**config.mk**
```make
export PLATFORM = sky130hd
export DESIGN_NAME = load_store_unit
export DESIGN_NICKNAME = d
export VERILOG_FILES = /design/src/rtl/load_store_unit.sv
export SDC_FILE = /design/constraint.sdc
export NUM_CORES = 1
export LEC_CHECK = 0
export CAP_MARGIN = 10
export CORE_MARGIN = 5
export CORE_UTILIZATION = 41
export CTS_CLUSTER_DIAMETER = 50
export DETAILED_ROUTE_END_ITERATION = 16
export MAX_ROUTING_LAYER = met4
export PLACE_DENSITY = 0.76
export SETUP_SLACK_MARGIN = 0.05
export SYNTH_ARGS = -nofsm -noshare
export SYNTH_HDL_FRONTEND = slang
export SYNTH_SLANG_ARGS = --single-unit
```
**constraint.sdc**
```tcl
create_clock -name clk -period 2.2 [get_ports clk]
set_input_delay 0.33 -clock clk [delete_from_list [all_inputs] [get_ports clk]]
set_output_delay 0.33 -clock clk [all_outputs]
set_load 0.02 [all_outputs]
```
**src/rtl/load_store_unit.sv**
```systemverilog
// rtl/load_store_unit.sv - data-memory load/store stage with doubleword bus handshake
//
// Purpose: accepts one LDUR/STUR-family request at a time. It drives a
// req/ack doubleword memory bus with byte-lane write strobes, and returns
// sign- or zero-extended load data.
// Optional feature: define LSU_TIMEOUT_EN to abort a bus access that has
// waited TIMEOUT_CYCLES cycles without bus_ack.
//
// Ports:
//   clk, reset                    clock, synchronous active-high reset
//   req_valid/req_write/req_size  request pulse, store flag, access size
//   req_signed                    load extension mode
//   address, write_data           effective address, right-justified store data
//   bus_req/bus_we/bus_addr       memory bus request, write enable, aligned address
//   bus_wdata/bus_wstrb           lane-shifted store data, byte strobes
//   bus_ack/bus_rdata             memory completion and read doubleword
//   read_data                     extended load result
//   done/fault/busy               completion pulse, error pulse, stall
module load_store_unit #(
  parameter int TIMEOUT_CYCLES = 255
) (
  input  logic        clk,
  input  logic        reset,
  input  logic        req_valid,
  input  logic        req_write,
  input  logic [1:0]  req_size,
  input  logic        req_signed,
  input  logic [63:0] address,
  input  logic [63:0] write_data,
  output logic        bus_req,
  output logic        bus_we,
  output logic [63:0] bus_addr,
  output logic [63:0] bus_wdata,
  output logic [7:0]  bus_wstrb,
  input  logic        bus_ack,
  input  logic [63:0] bus_rdata,
  output logic [63:0] read_data,
  output logic        done,
  output logic        fault,
  output logic        busy
);

  typedef enum logic {IDLE, WAIT} state_t;

  state_t state, state_next;

  logic [2:0]  lane;
  logic        misaligned;
  logic        accept;
  logic [7:0]  strobe;
  logic [2:0]  lane_q;
  logic [1:0]  size_q;
  logic        signed_q;
  logic [63:0] shifted_rdata;
  logic [63:0] load_value;
  logic        timeout;

  assign lane   = address[2:0];
  assign accept = (state == IDLE) && req_valid;
  assign busy   = (state != IDLE);

  always_comb begin
    misaligned = 1'b0;
    strobe     = 8'h00;
    case (req_size)
      2'b00: strobe = 8'h01 << lane;
      2'b01: begin
        misaligned = address[0];
        strobe     = 8'h03 << lane;
      end
      2'b10: begin
        misaligned = |address[1:0];
        strobe     = 8'h0F << lane;
      end
      default: begin
        misaligned = |address[2:0];
        strobe     = 8'hFF;
      end
    endcase
  end

  // The lane, size and sign mode are taken from the values captured at acceptance.
  always_comb begin
    shifted_rdata = bus_rdata >> {lane_q, 3'b000};
    load_value    = shifted_rdata;
    case (size_q)
      2'b00: load_value = {{56{signed_q & shifted_rdata[7]}},  shifted_rdata[7:0]};
      2'b01: load_value = {{48{signed_q & shifted_rdata[15]}}, shifted_rdata[15:0]};
      2'b10: load_value = {{32{signed_q & shifted_rdata[31]}}, shifted_rdata[31:0]};
      default: load_value = shifted_rdata;
    endcase
  end

`ifdef LSU_TIMEOUT_EN
  localparam int CNT_W = $clog2(TIMEOUT_CYCLES + 1);
  logic [CNT_W-1:0] wait_cnt;

  always_ff @(posedge clk) begin
    if (reset) begin
      wait_cnt <= '0;
    end else if (accept) begin
      wait_cnt <= '0;
    end else if ((state == WAIT) && !bus_ack) begin
      wait_cnt <= wait_cnt + CNT_W'(1);
    end
  end

  // An ack in the limit cycle takes priority, so the completion is normal.
  assign timeout = (state == WAIT) && !bus_ack && (wait_cnt == CNT_W'(TIMEOUT_CYCLES));
`else
  logic [31:0] unused_timeout_cfg;
  assign unused_timeout_cfg = 32'(TIMEOUT_CYCLES);
  assign timeout = 1'b0;
`endif

  always_ff @(posedge clk) begin
    if (reset) state <= IDLE;
    else       state <= state_next;
  end

  always_comb begin
    state_next = state;
    case (state)
      IDLE: if (req_valid && !misaligned) state_next = WAIT;
      WAIT: if (bus_ack || timeout)       state_next = IDLE;
      default: state_next = IDLE;
    endcase
  end

  always_ff @(posedge clk) begin
    if (reset) begin
      bus_req   <= 1'b0;
      bus_we    <= 1'b0;
      bus_addr  <= 64'd0;
      bus_wdata <= 64'd0;
      bus_wstrb <= 8'h00;
      read_data <= 64'd0;
      done      <= 1'b0;
      fault     <= 1'b0;
      lane_q    <= 3'd0;
      size_q    <= 2'd0;
      signed_q  <= 1'b0;
    end else begin
      done  <= 1'b0;
      fault <= 1'b0;
      if (accept) begin
        if (misaligned) begin
          done  <= 1'b1;
          fault <= 1'b1;
        end else begin
          bus_req   <= 1'b1;
          bus_we    <= req_write;
          bus_addr  <= {address[63:3], 3'b000};
          bus_wdata <= write_data << {lane, 3'b000};
          bus_wstrb <= req_write ? strobe : 8'h00;
          lane_q    <= lane;
          size_q    <= req_size;
          signed_q  <= req_signed;
        end
      end else if (state == WAIT) begin
        if (bus_ack) begin
          bus_req <= 1'b0;
          done    <= 1'b1;
          if (!bus_we) read_data <= load_value;
        end else if (timeout) begin
          bus_req <= 1'b0;
          done    <= 1'b1;
          fault   <= 1'b1;
        end
      end
    end
  end

endmodule
```
==> flow_metrics.tcl <==
set metrics [dict create \
    outcome "complete, no violations" \
    rsz0062_at_grt "true" \
    grt_use_met3_pct 6.303 \
    finalCritPeriodShare_pct 95.76 \
    die_area_um2 30160 \
    post_route_cells_drive_above_1_share_pct 17.23 \
    slew_viol_final 0 \
    rows 60 \
    post-route-drc-count 0 \
    globalRouteMet1Util_pct 34.50 \
    yosysTopAreaCell "dfxtp_1" \
    clk_pin_slew_ns 0.06 \
    ys.flop_type "dfxtp_1" \
    fin_skew_ns 0.01057 \
    antenna_found_initial 5 \
    fin_util_pct 65.37 \
    hold_ws_ns 0.2766 \
    switching_share_pct 28.77 \
    endpoint_kind "flop" \
    drt_iter0_drc 1312 \
    vias 11780 \
    synth_area_leaders "dfxtp_1 38%, nand2_1 9.1%, mux2i_1 8.0%, a21oi_1 6.0%, mux4_2 5.9%" \
    comb_power_share_pct 22.9 \
    timing.final.ws_setup_ns 0.09320 \
    tightest_slew_ns 0.8498 \
    p_total_w 0.01277 \
    netlist_instances 1305 \
    dp_hpwl_um 32010 \
    start_util_pct 41.21 \
    io_pins 405 \
    worst-setup-path-type "in2reg" \
    core-area_um2 26650 \
    numPortBuffers 401 \
    dp.cells 2040 \
    synthToLayoutAreaGrowth_pct 58.64 \
    p_switching_w 0.003674 \
    place_congestion 0.9547 \
    synth-seq-cells 208 \
    synth_top_area_share_pct 37.92 \
    maxCapViolCount 0 \
    cts_tree "built" \
    grt_pass1_wl_um 66410 \
    overflow 0 \
    yosys_warnings 0 \
    busiest_layer "met2" \
    post_drt_wl_per_cell_um 20.85 \
    arrival_ns 2.53 \
    avgViaCountPerCell 5.550 \
    die_w_um 173.7 \
    htreeDepth 2 \
    yosysSeqAreaShare_pct 37.92 \
    track_usage_pct 28.16 \
    dieHeight_um 173.7 \
    grt_max_degree 79 \
    async_flop_share_pct 0 \
    start_kind "primary input" \
    clock_latency_ns 0.50 \
    wl_um 44240 \
    ant_nets 0 \
    hold_viol_final 0 \
    crit_fanout 9 \
    dp_slack_ns -0.6602 \
    clockRootBuffer "clkbuf_16" \
    ir_worst_vdd_uv 570.0 \
    synth_most_common_cell "nand2_1" \
    use_met2_pct 45.61 \
    final_cells 2122 \
    fmax_ghz 0.4747 \
    synth_area_per_cell_um2 8.415 \
    relSlewSlack_pct 43.34 \
    cts.sinks 208 \
    internal_power_w 0.009099 \
    finalCriticalPeriod_ns 2.107 \
    synthTopCellsByCount "267 x nand2_1, 208 x dfxtp_1, 131 x a21oi_1" \
    p_seq_share_pct 32.4 \
    drt_pass1_iterations 5 \
    pwr-share-clk_pct 44.7 \
    setup_violations 0 \
    synth_edf_count 0 \
    hp-class "in2reg" \
    crit_required_ns 2.63 \
    fin_nets 1954 \
    power_leakage_nw 6.264 \
    grt_pass1_vias 11620 \
    synthesis.area_um2 10980 \
    hold_buffers 0 \
    synth_cell_types 50 \
    clk_path_buf_depth 3 \
    cts_buffers 34 \
    p_per_area_nw_per_um2 733.2 \
]
[power by group through the flow]
stage / combinational [W] / sequential [W] / clock, W
after floorplan: 0.00116 / 0.00444 / 0
after global placement: 0.00276 / 0.00421 / 0
after detailed placement: 0.00279 / 0.00422 / 0
after CTS: 0.00282 / 0.00414 / 0.00579
after global routing: 0.00310 / 0.00417 / 0.00596
final: 0.00292 / 0.00414 / 0.00571
[flip-flops by register name (all words and copies together) (netlist names)]
name,count
read_data,64
size_q,2
bus_we,1
done,1
busy,1
bus_req,1
fault,1
signed_q,1
bus_wstrb,8
bus_wdata,64
lane_q,3
bus_addr,61
[kinds of logic after synthesis]
group | Yosys count | synth area share [%]
multiplexers | 137 | 16.02
other | 1 | 0.03415
adder cells (fa/ha/maj) | 4 | 0.4558
AO/OA/AOI/OAI | 310 | 20.15
buffers and inverters | 129 | 5.309
AND/OR/NAND/NOR | 516 | 20.11
flip-flops | 208 | 37.92
[worst paths after layout]
| path | cells after the start | slack, ns | to | startpoint |
|---|---|---|---|---|
| setup reg to reg | 9 | 0.12 | read_data[8] | lane_q[1] |
| hold / removal | 2 | 0.28 | read_data[7] | reset |
| setup / recovery | 9 | 0.09 | bus_wdata[18] | req_size[1] |
| hold reg to reg | 2 | 0.45 | bus_addr[16] | bus_addr[16] |
[cells in the final DEF, fill, tap and decap left out, types with 31 or more instances in the layout]
cell / Yosys / routed
mux2i_1: 88 / 86
a211oi_2: 30 / 31
nand2_1: 267 / 267
clkbuf_16: 0 / 40
dfxtp_1: 208 / 205
nor2_1: 123 / 120
clkdlybuf4s50_1: 0 / 396
a21oi_1: 131 / 130
a211oi_1: 39 / 38
nor3_1: 36 / 34
buf_4: 7 / 109
[critical path, cell delays in order]
cell and delay [ns]:
clkdlybuf4s50_1 0.47, ha_1 0.25, or2_2 0.34, a21oi_4 0.21, buf_4 0.15, o21ai_4 0.08
buf_4 0.19, or3_1 0.36, a21oi_1 0.14
[cell type report]
class	count	area [um^2]
Antenna cell	5	12.51
Clock buffer	43	978.4
Clock inverter	19	250.2
Fill cell	2215	9229
Inverter	6	22.52
Multi-Input combinational cell	971	6336
Sequential cell	208	4170
Tap cell	341	426.7
Timing Repair Buffer	529	5225
[per-stage QoR]
step / instance area, um^2 / TNS, ns
3_3_place_gp: 15910 / -77.14
4_1_cts: 17190 / 0
5_1_grt: 17420 / 0
6_report: 17420 / 0
3_5_place_dp: 15910 / -92.07
2_1_floorplan: 10990 / 0
[metal layers]
| metal | up-vias | routed length, um | share of wire [%] |
|---|---|---|---|
| met5 | - | 0 | 0 |
| met4 | 0 | 1825 | 4.1 |
| met3 | 112 | 3778 | 8.5 |
| met2 | 629 | 21100 | 48 |
| met1 | 5518 | 17540 | 40 |
| li1 | 5519 | - | - |
[what timing repair did]
item / 4_1_cts / 5_1_grt
resized for setup: 7 / 12
gates cloned: 1 / 3
setup endpoints to repair: 112 / 181
buffers inserted: 2 / 9
endpoints found under the hold margin: 0 / 0
pin swaps: 2 / 3
No activity file was read; power rests on OpenSTA's default activity.
